[config.mk]
export PLATFORM = sky130hd
export DESIGN_NAME = text_buffer_ctrl
export DESIGN_NICKNAME = d
export VERILOG_FILES = /design/src/rtl/text_buffer_ctrl.sv
export SDC_FILE = /design/constraint.sdc
export NUM_CORES = 1
export LEC_CHECK = 0
export ABC_AREA = 1
export BUFFER_PORTS_ARGS = -buffer_cell sky130_fd_sc_hd__buf_4
export CORE_UTILIZATION = 30
export DETAILED_ROUTE_END_ITERATION = 8
export PLACE_DENSITY = 0.42
export SYNTH_ARGS = -nofsm -noshare
export SYNTH_HDL_FRONTEND = slang
export SYNTH_SLANG_ARGS = --single-unit
[constraint.sdc]
create_clock -name clk -period 3.6 [get_ports clk]
set_input_delay 0.18 -clock clk [delete_from_list [all_inputs] [get_ports clk]]
set_output_delay 0.18 -clock clk [all_outputs]
set_load 0.03 [all_outputs]
[src/rtl/text_buffer_ctrl.sv]
`default_nettype none
// +--------------------------------------------------------------------------+
// | text_buffer_ctrl: character RAM, UART byte decoder, cursor, clear/scroll |
// | Optional: define TEXT_SCROLL_EN to scroll on newline from the last row.  |
// | Revision: 1.0                                                            |
// +--------------------------------------------------------------------------+
module text_buffer_ctrl #(
    parameter int          COLS  = 16,
    parameter int          ROWS  = 4,
    parameter logic [7:0]  BLANK = 8'h20
) (
    input  logic       clk,
    input  logic       rstn,
    input  logic [7:0] rxData,
    input  logic       rxValid,
    output logic       rxReady,
    input  logic [5:0] charAddress,
    output logic [7:0] charOutput,
    output logic [5:0] cursorPos,
    output logic       busy,
    output logic       dirty,
    input  logic       dirtyAck
);

    localparam int COL_W  = $clog2(COLS);
    localparam int ROW_W  = $clog2(ROWS);
    localparam int ADDR_W = 6;
    localparam int DEPTH  = COLS * ROWS;

    localparam logic [ADDR_W-1:0] C_LAST    = ADDR_W'(DEPTH - 1);
    localparam logic [COL_W-1:0]  C_COL_MAX = COL_W'(COLS - 1);
    localparam logic [ROW_W-1:0]  C_ROW_MAX = ROW_W'(ROWS - 1);
`ifdef TEXT_SCROLL_EN
    localparam logic [ADDR_W-1:0] C_ROW_STEP = ADDR_W'(COLS);
    localparam logic [ADDR_W-1:0] C_SPLIT    = ADDR_W'(DEPTH - COLS);
`endif

    localparam logic [7:0] C_CR = 8'h0D;
    localparam logic [7:0] C_LF = 8'h0A;
    localparam logic [7:0] C_BS = 8'h08;
    localparam logic [7:0] C_FF = 8'h0C;

    typedef enum logic [1:0] {
        ST_CLEAR  = 2'd0,
`ifdef TEXT_SCROLL_EN
        ST_SCROLL = 2'd2,
`endif
        ST_IDLE   = 2'd1
    } state_t;

    state_t             r_state, w_state_nxt;
    logic [ADDR_W-1:0]  r_cnt, w_cnt_nxt;
    logic [ROW_W-1:0]   r_row, w_row_nxt;
    logic [COL_W-1:0]   r_col, w_col_nxt;
    logic               r_dirty;
    logic [7:0]         r_mem [DEPTH];

    logic               w_we;
    logic [ADDR_W-1:0]  w_waddr;
    logic [7:0]         w_wdata;
    logic               w_dirty_set;
    logic               w_newline;
    logic [COL_W-1:0]   w_col_dec;
`ifdef TEXT_SCROLL_EN
    logic [ADDR_W-1:0]  w_src;
`endif

    // Renderer port is a pure combinational read and is never stalled.
    assign charOutput = r_mem[charAddress];
    assign cursorPos  = {r_row, r_col};
    assign dirty      = r_dirty;
    assign w_col_dec  = r_col - 1'b1;
`ifdef TEXT_SCROLL_EN
    assign w_src      = r_cnt + C_ROW_STEP;
`endif

    always_ff @(posedge clk or negedge rstn) begin
        if (!rstn) begin
            r_state <= ST_CLEAR;
            r_cnt   <= '0;
            r_row   <= '0;
            r_col   <= '0;
            r_dirty <= 1'b0;
        end else begin
            r_state <= w_state_nxt;
            r_cnt   <= w_cnt_nxt;
            r_row   <= w_row_nxt;
            r_col   <= w_col_nxt;
            if (w_dirty_set)
                r_dirty <= 1'b1;
            else if (dirtyAck)
                r_dirty <= 1'b0;
        end
    end

    // Array contents are deliberately not reset; CLEAR initialises them.
    always_ff @(posedge clk) begin
        if (w_we)
            r_mem[w_waddr] <= w_wdata;
    end

    always_comb begin
        w_state_nxt = r_state;
        w_cnt_nxt   = r_cnt;
        w_row_nxt   = r_row;
        w_col_nxt   = r_col;
        w_we        = 1'b0;
        w_waddr     = r_cnt;
        w_wdata     = BLANK;
        w_dirty_set = 1'b0;
        w_newline   = 1'b0;
        rxReady     = 1'b0;
        busy        = 1'b0;

        case (r_state)
            ST_CLEAR: begin
                busy      = 1'b1;
                w_we      = 1'b1;
                w_cnt_nxt = r_cnt + 1'b1;
                if (r_cnt == C_LAST) begin
                    w_row_nxt   = '0;
                    w_col_nxt   = '0;
                    w_dirty_set = 1'b1;
                    w_state_nxt = ST_IDLE;
                end
            end

            ST_IDLE: begin
                rxReady = 1'b1;
                if (rxValid) begin
                    if (rxData >= 8'h20 && rxData <= 8'h7E) begin
                        w_we        = 1'b1;
                        w_waddr     = {r_row, r_col};
                        w_wdata     = rxData;
                        w_dirty_set = 1'b1;
                        if (r_col == C_COL_MAX)
                            w_newline = 1'b1;
                        else
                            w_col_nxt = r_col + 1'b1;
                    end else begin
                        case (rxData)
                            C_CR: w_col_nxt = '0;
                            C_LF: w_newline = 1'b1;
                            C_BS: begin
                                if (r_col != '0) begin
                                    w_col_nxt   = w_col_dec;
                                    w_we        = 1'b1;
                                    w_waddr     = {r_row, w_col_dec};
                                    w_dirty_set = 1'b1;
                                end
                            end
                            C_FF: begin
                                w_state_nxt = ST_CLEAR;
                                w_cnt_nxt   = '0;
                            end
                            default: ;
                        endcase
                    end
                end
            end

`ifdef TEXT_SCROLL_EN
            ST_SCROLL: begin
                busy      = 1'b1;
                w_we      = 1'b1;
                w_wdata   = (r_cnt < C_SPLIT) ? r_mem[w_src] : BLANK;
                w_cnt_nxt = r_cnt + 1'b1;
                if (r_cnt == C_LAST) begin
                    w_row_nxt   = C_ROW_MAX;
                    w_col_nxt   = '0;
                    w_dirty_set = 1'b1;
                    w_state_nxt = ST_IDLE;
                end
            end
`endif

            default: begin
                w_state_nxt = ST_CLEAR;
                w_cnt_nxt   = '0;
            end
        endcase

        // Newline: next row, or last-row handling (scroll or wrap to top-left).
        if (w_newline) begin
            if (r_row != C_ROW_MAX) begin
                w_row_nxt = r_row + 1'b1;
                w_col_nxt = '0;
            end else begin
`ifdef TEXT_SCROLL_EN
                w_state_nxt = ST_SCROLL;
                w_cnt_nxt   = '0;
`else
                w_row_nxt = '0;
                w_col_nxt = '0;
`endif
            end
        end
    end

endmodule
`default_nettype wire

[Word-level counts from Yosys, hierarchy flattened]
Memory sizes are Yosys's and may differ from the RTL's.
Cells that the tools add are included.
Storage, ports and cells
  flip-flop bits (word level): 15
  bits in latches: 0
  RAM bits: 512
  bits in read-only memories: 0
  input bits: 18
  output and inout bits: 17
  memories kept: 1
Memories
  r_mem: depth 64, width 8, rd ports 1, clocked after memory_dff 0, write ports 1, line 56  | logic [7:0] r_mem [DEPTH];
Cells by class
  $add $sub $neg: 4
  $mul: 0
  divide/modulo/power cells: 0
  magnitude comparators: 2
  eq/ne operators: 17
  shift operators: 0
  muxes and demuxes: 47
  bitwise operators: 0
  reductions and logical operators: 11
Operators with widths (count)
  6-bit 2-to-1 mux: 8
  8-bit by 4-bit equality test with 1-bit output, second input constant: 4
  4-bit 2-to-1 mux: 6
  8-bit 2-to-1 mux: 3
  1-bit 2-to-1 mux: 16
  2-bit 2-to-1 mux: 8
  4-bit case mux with 2 select lines: 2
  6-bit case mux with 2 select lines: 1
  8-bit by 6-bit greater-or-equal comparator with 1-bit output, second input constant: 1
  8-bit by 7-bit less-or-equal comparator with 1-bit output, second input constant: 1
  2-bit inequality test, second input constant: 4
  6-bit by 1-bit adder with 6-bit output, second input constant: 1
  6-bit equality test, second input constant: 1
  3-bit inequality test, second input constant: 2
  6-bit AND reduction: 1
  2-bit nonzero test: 3
  5-bit by 4-bit inequality test with 1-bit output, second input constant: 1
  5-bit inequality test, second input constant: 1
  4-bit by 1-bit adder with 4-bit output, second input constant: 1
  4-bit equality test, second input constant: 1
  4-bit inequality test, second input constant: 1
  1-bit case mux with 2 select lines: 2
  2-bit case mux with 2 select lines: 1
  4-bit AND reduction: 1
  10 further kinds: 10

[Logic depth before layout (Yosys ltp)]
  word-level depth: 8
  depth in mapped cells: 12
  depth with buffers taken out: 12

[Least setup slack after synthesis]
OpenSTA, ideal clock, no wires.
  kind: flip-flop to flip-flop
  start: register r_state[0]
  end: memory r_mem[0][6] (data pin)
  arrival: 3.301 ns
  required time: 2.919 ns
  setup slack: -0.383 ns
  cell stages (with the launch flop): 4
  path through: dfrtp_1 buf_2 nand2_2 nor3_1
On the way
  cells in the longest elaborated chain, start to end: 2
RTL lines
  start, declared: line 51  | state_t r_state, w_state_nxt;
  start signal, assigned: line 85  | r_state <= w_state_nxt;
  2-bit by 1-bit equality test with 1-bit output: line 115  | case (r_state)
  8-bit 2-to-1 mux: line 115
  net w_wdata[6]: line 60  | logic [7:0] w_wdata;
  end, declared: line 56
The timed path passes the listed nets, and every way through them passes these cells.

[Final worst setup path]
  start: register r_col[0]
  end: memory r_mem[20][3] (enable)
On the way
  cells in the longest elaborated chain, start to end: 8
RTL lines
  start, declared: line 54  | logic [COL_W-1:0] r_col, w_col_nxt;
  start signal, assigned: line 88  | r_col <= w_col_nxt;
  4-bit nonzero test: line 145  | if (r_col != '0) begin
  1-bit 2-to-1 mux: line 145
  1-bit 2-to-1 mux: line 141  | case (rxData)
  1-bit 2-to-1 mux: line 131  | if (rxData >= 8'h20 && rxData <= 8'h7E) begin
  1-bit 2-to-1 mux: line 130  | if (rxValid) begin
  1-bit case mux with 2 select lines: line 115
  1-bit 2-to-1 mux: line 98  | if (w_we)
  1-bit 2-to-1 mux (implied by the code): line 99  | r_mem[w_waddr] <= w_wdata;
Parallel ways exist; a longest one is shown, timed or not.

==> key figures <==
Setup path
  – Slowest library cell on the worst path: dfrtp_1
  – Critical path class: reg2reg
  – Worst r2r src: r_col[0]$_DFFE_PN0P_
  – Most frequent CP cell: nand2_2
  – Reg2Reg Depth: 12
  – CP Cell Sequence: inv_1, ha_1, nand3_1, nand3_4, nand2_2, nand2_2, nand2_1, nand2_2, nor2_2, nand3_2, nor2_1, buf_4
  – Reg2reg setup slack: 0.60 ns
  – Critical Path RT: 3.93 ns
  – Worst Path Max Fanout: 13
  – Data arrival, critical path: 3.33 ns
  – CP startpoint kind: flip-flop
  – CP Capture Type: flip-flop
  – Worst r2r dst: r_mem[20][3]$_DFFE_PP_
  – CP peak stage delay: 0.46 ns

Clocking
  – Post-CTS Repair Setup Buffers: 0
  – Reg clk slew, reported paths: approximately 0.060 ns
  – CTS root buf: clkbuf_16
  – # H-tree levels: 2
  – Sink Count: 526
  – TritonCTS clock tree: yes
  – CTS resizes: 0
  – Num CTS Buffers: 56
  – Clk_lat worst skew: 0.63 ns
  – CTS max path bufs: 3

Power
  – Clock share of power: 0.394
  – Lkg Pwr: about 9.2 nW
  – Combinational cell fraction of total power: 0.112
  – Internal Power: 0.01036 W
  – Peak VDD IR: 0.3400 mV
  – NetSw: around 0.0037 W
  – Reg power frac: 0.494
  – Pwr Density: between 500 and 600 mW/mm²
  – Switch share: 0.2629

Logic synthesis
  – Cell Area, Synth: 0.02191 mm²
  – Register bit total from synthesis: approximately 530
  – Ys Warns: 0
  – Avg Cell Area, Syn: 11.50 µm²
  – Synth cell types: 34
  – Synth Instances: 1905
  – Fraction of the yosys area taken by sequential cells: 0.7176

Timing
  – Crit path time final: approximately 3 ns
  – Slew Limit Headroom: 0.4686
  – Final hold violation count: 0
  – Final setup vio count: 0
  – FMAX: 333.3 MHz
  – WHS: 0.04519 ns
  – Setup Skew: 0.03313 ns
  – Period utilisation layout: 0.8333
  – Setup TNS Final: 0 ns
  – Slew of the pin with the lowest slew margin: 0.7942 ns
  – RSZ-0062 raised after global routing: no
  – Final worst setup slack: 0.6000 ns
  – Pins Over Slew Limit: 0

Finish
  – Core Util, Final: 0.3583
  – Share of cells above drive strength 1: 0.1204
  – Sequential Area: 0.01573 mm²
  – Synthesis-to-layout area growth: 17.47%
  – Fin cells: 3036
  – Number of fill cells: 7264
  – Final net count: around 2100
  – Area of the multi-input gates: 0.005761 mm²
  – Most common cell after layout, fill and taps aside: edfxtp_1
  – Most frequent cells in the layout: edfxtp_1, nand2_1, nor2_1, o21ai_0, nand3_1

Die
  – Row count: 98
  – Die Span X: 272.3 µm
  – IO Pins: 35
  – Starting Density: 0.3050
  – Die Ht: between 200 and 300 µm
  – DIE AREA: ~0.074 mm²
  – Placeable Area: 0.07185 mm²

Flow run
  – Max-cap viol count: 0

Placement
  – I/O Buffers: 34
  – Placed cell count: 2932
  – Gp weighted congestion: just under 0.8
  – Dpl hpwl: just under 40 mm
  – Post-Place Worst Slack: 0.6065 ns

Worst hold path
  – Hold Path Depth: 4
  – WHS Endpoint: r_cnt[1]$_DFFE_PN0P_
  – Worst min path class: in2reg
  – Hold Startpoint: rxValid

Detailed routing
  – WL/cell: ~21 µm
  – DRT Pass-1 Iters: 5
  – ANT nets after route: 0
  – Iter 0 DRT Violations: 1066
  – DR vias: 14593
  – WL final: 64.55 mm
  – Vias/cell: 4.807
  – Number of remaining DRC errors: 0

Global routing
  – Vias in the first global route: 14640
  – Antenna violations before repair: 0
  – Largest net degree at the start of global routing: 119
  – Grt ovf: 0
  – First-pass GRT wire length: around 96 mm
  – GRT Overall Usage: 0.1739

Outcome
  – Outcome: completed
[cell families (layout without fill, tap and decap cells)]
logic type / count (synthesis) / in the layout / synth area share
and+or+nand+nor: 868 / 868 / 0.1653
DFF: 526 / 526 / 0.7176
AOI/OAI and AO/OA: 328 / 328 / 0.07993
buffers and inverters: 173 / 290 / 0.03271
xor gates and xnor gates: 5 / 5 / 0.001998
adders and majority gates: 4 / 4 / 0.002284
other: 1 / 65 / 0.0001711
[timing repair]
action / CTS / global route
endpoints found under the setup margin: 0 / 0
endpoints found under the hold margin: 15 / 0
hold buffers: 3 / 0
[power groups by stage]
stage                     registers [W]  clock network, W  logic (W)
after CTS                       0.00695           0.00563    0.00160
after detailed placement        0.00708                 0    0.00159
after global routing            0.00696           0.00585    0.00174
final                           0.00695           0.00553    0.00158
after floorplan                 0.00708                 0   0.000923
after global placement          0.00708                 0    0.00159
[synthesized netlist by cell type, drive strengths merged]
cell    number  area, µm²
edfxtp     512      15370
nand2      429       1650
nor2       254      983.4
o21ai      199      996.0
nand3      169      885.8
o22ai       83      519.3
clkbuf      62      234.0
inv         60      225.2
buf         49      250.2
a21oi       45      229.0
dfrtp       14      350.3
nand4       10      68.81
ha           4      50.05
xor2         4      35.03
nor3         3      15.01
clkinv       2      7.510
or2          2      12.51
conb         1      3.750
nand3b       1      7.510
o211ai       1      7.510
xnor2        1      8.760
[flip-flops by register name, indices dropped and copies added (netlist names)]
| name | count |
|---|---|
| r_state | 1 |
| r_cnt | 6 |
| r_col | 4 |
| dirty | 1 |
| r_mem | 512 |
| r_row | 2 |
[worst max path at each step]
stage | endpoint | slack, ns | startpoint | cells past startpoint
floorplan | r_mem[0][0]$_DFFE_PP_ | 0.44 | r_state[0]$_DFFE_PN0P_ | 5
global placement | r_mem[20][3]$_DFFE_PP_ | 0.62 | r_col[0]$_DFFE_PN0P_ | 12
detailed placement | r_mem[20][7]$_DFFE_PP_ | 0.61 | r_col[0]$_DFFE_PN0P_ | 12
CTS | r_mem[20][7]$_DFFE_PP_ | 0.57 | r_col[0]$_DFFE_PN0P_ | 12
global route | r_mem[20][7]$_DFFE_PP_ | 0.36 | r_col[0]$_DFFE_PN0P_ | 12
finish | r_mem[20][3]$_DFFE_PP_ | 0.60 | r_col[0]$_DFFE_PN0P_ | 12
[stage by stage]
stage | instance area [µm²] | total power (W)
final | 25740 | 0.01406
after global routing | 25740 | 0.01455
after CTS | 25740 | 0.01418
after detailed placement | 24010 | 0.008671
after global placement | 24010 | 0.008664
after floorplan | 22160 | 0.008005
[routing by layer]
layer / vias up / share of wire / global-route usage
met4: 0 / 0.033 / 0.06372
met2: 299 / 0.48 / 0.2889
met3: 110 / 0.038 / 0.02142
li1: 6954 / - / -
met1: 7230 / 0.45 / 0.2326
met5: - / 0 / 0
[critical path, delay by kind of cell, from the launching register on]
family | cells | cell delay, ns
AND/OR/NAND/NOR | 9 | 1.69
flip-flops | 1 | 0.46
adder cells (fa/ha/maj) | 1 | 0.24
buffers and inverters | 2 | 0.31
[final cells by class]
class | count | share of cell area
Clock inverter | 32 | 0.009186
Multi-Input combinational cell | 1269 | 0.2238
Antenna cell | 1 | 0.00009721
Sequential cell | 526 | 0.6108
Clock buffer | 68 | 0.05701
Tap cell | 950 | 0.04617
Inverter | 62 | 0.009235
Timing Repair Buffer | 128 | 0.04369
No activity file was read; power rests on OpenSTA's default activity.
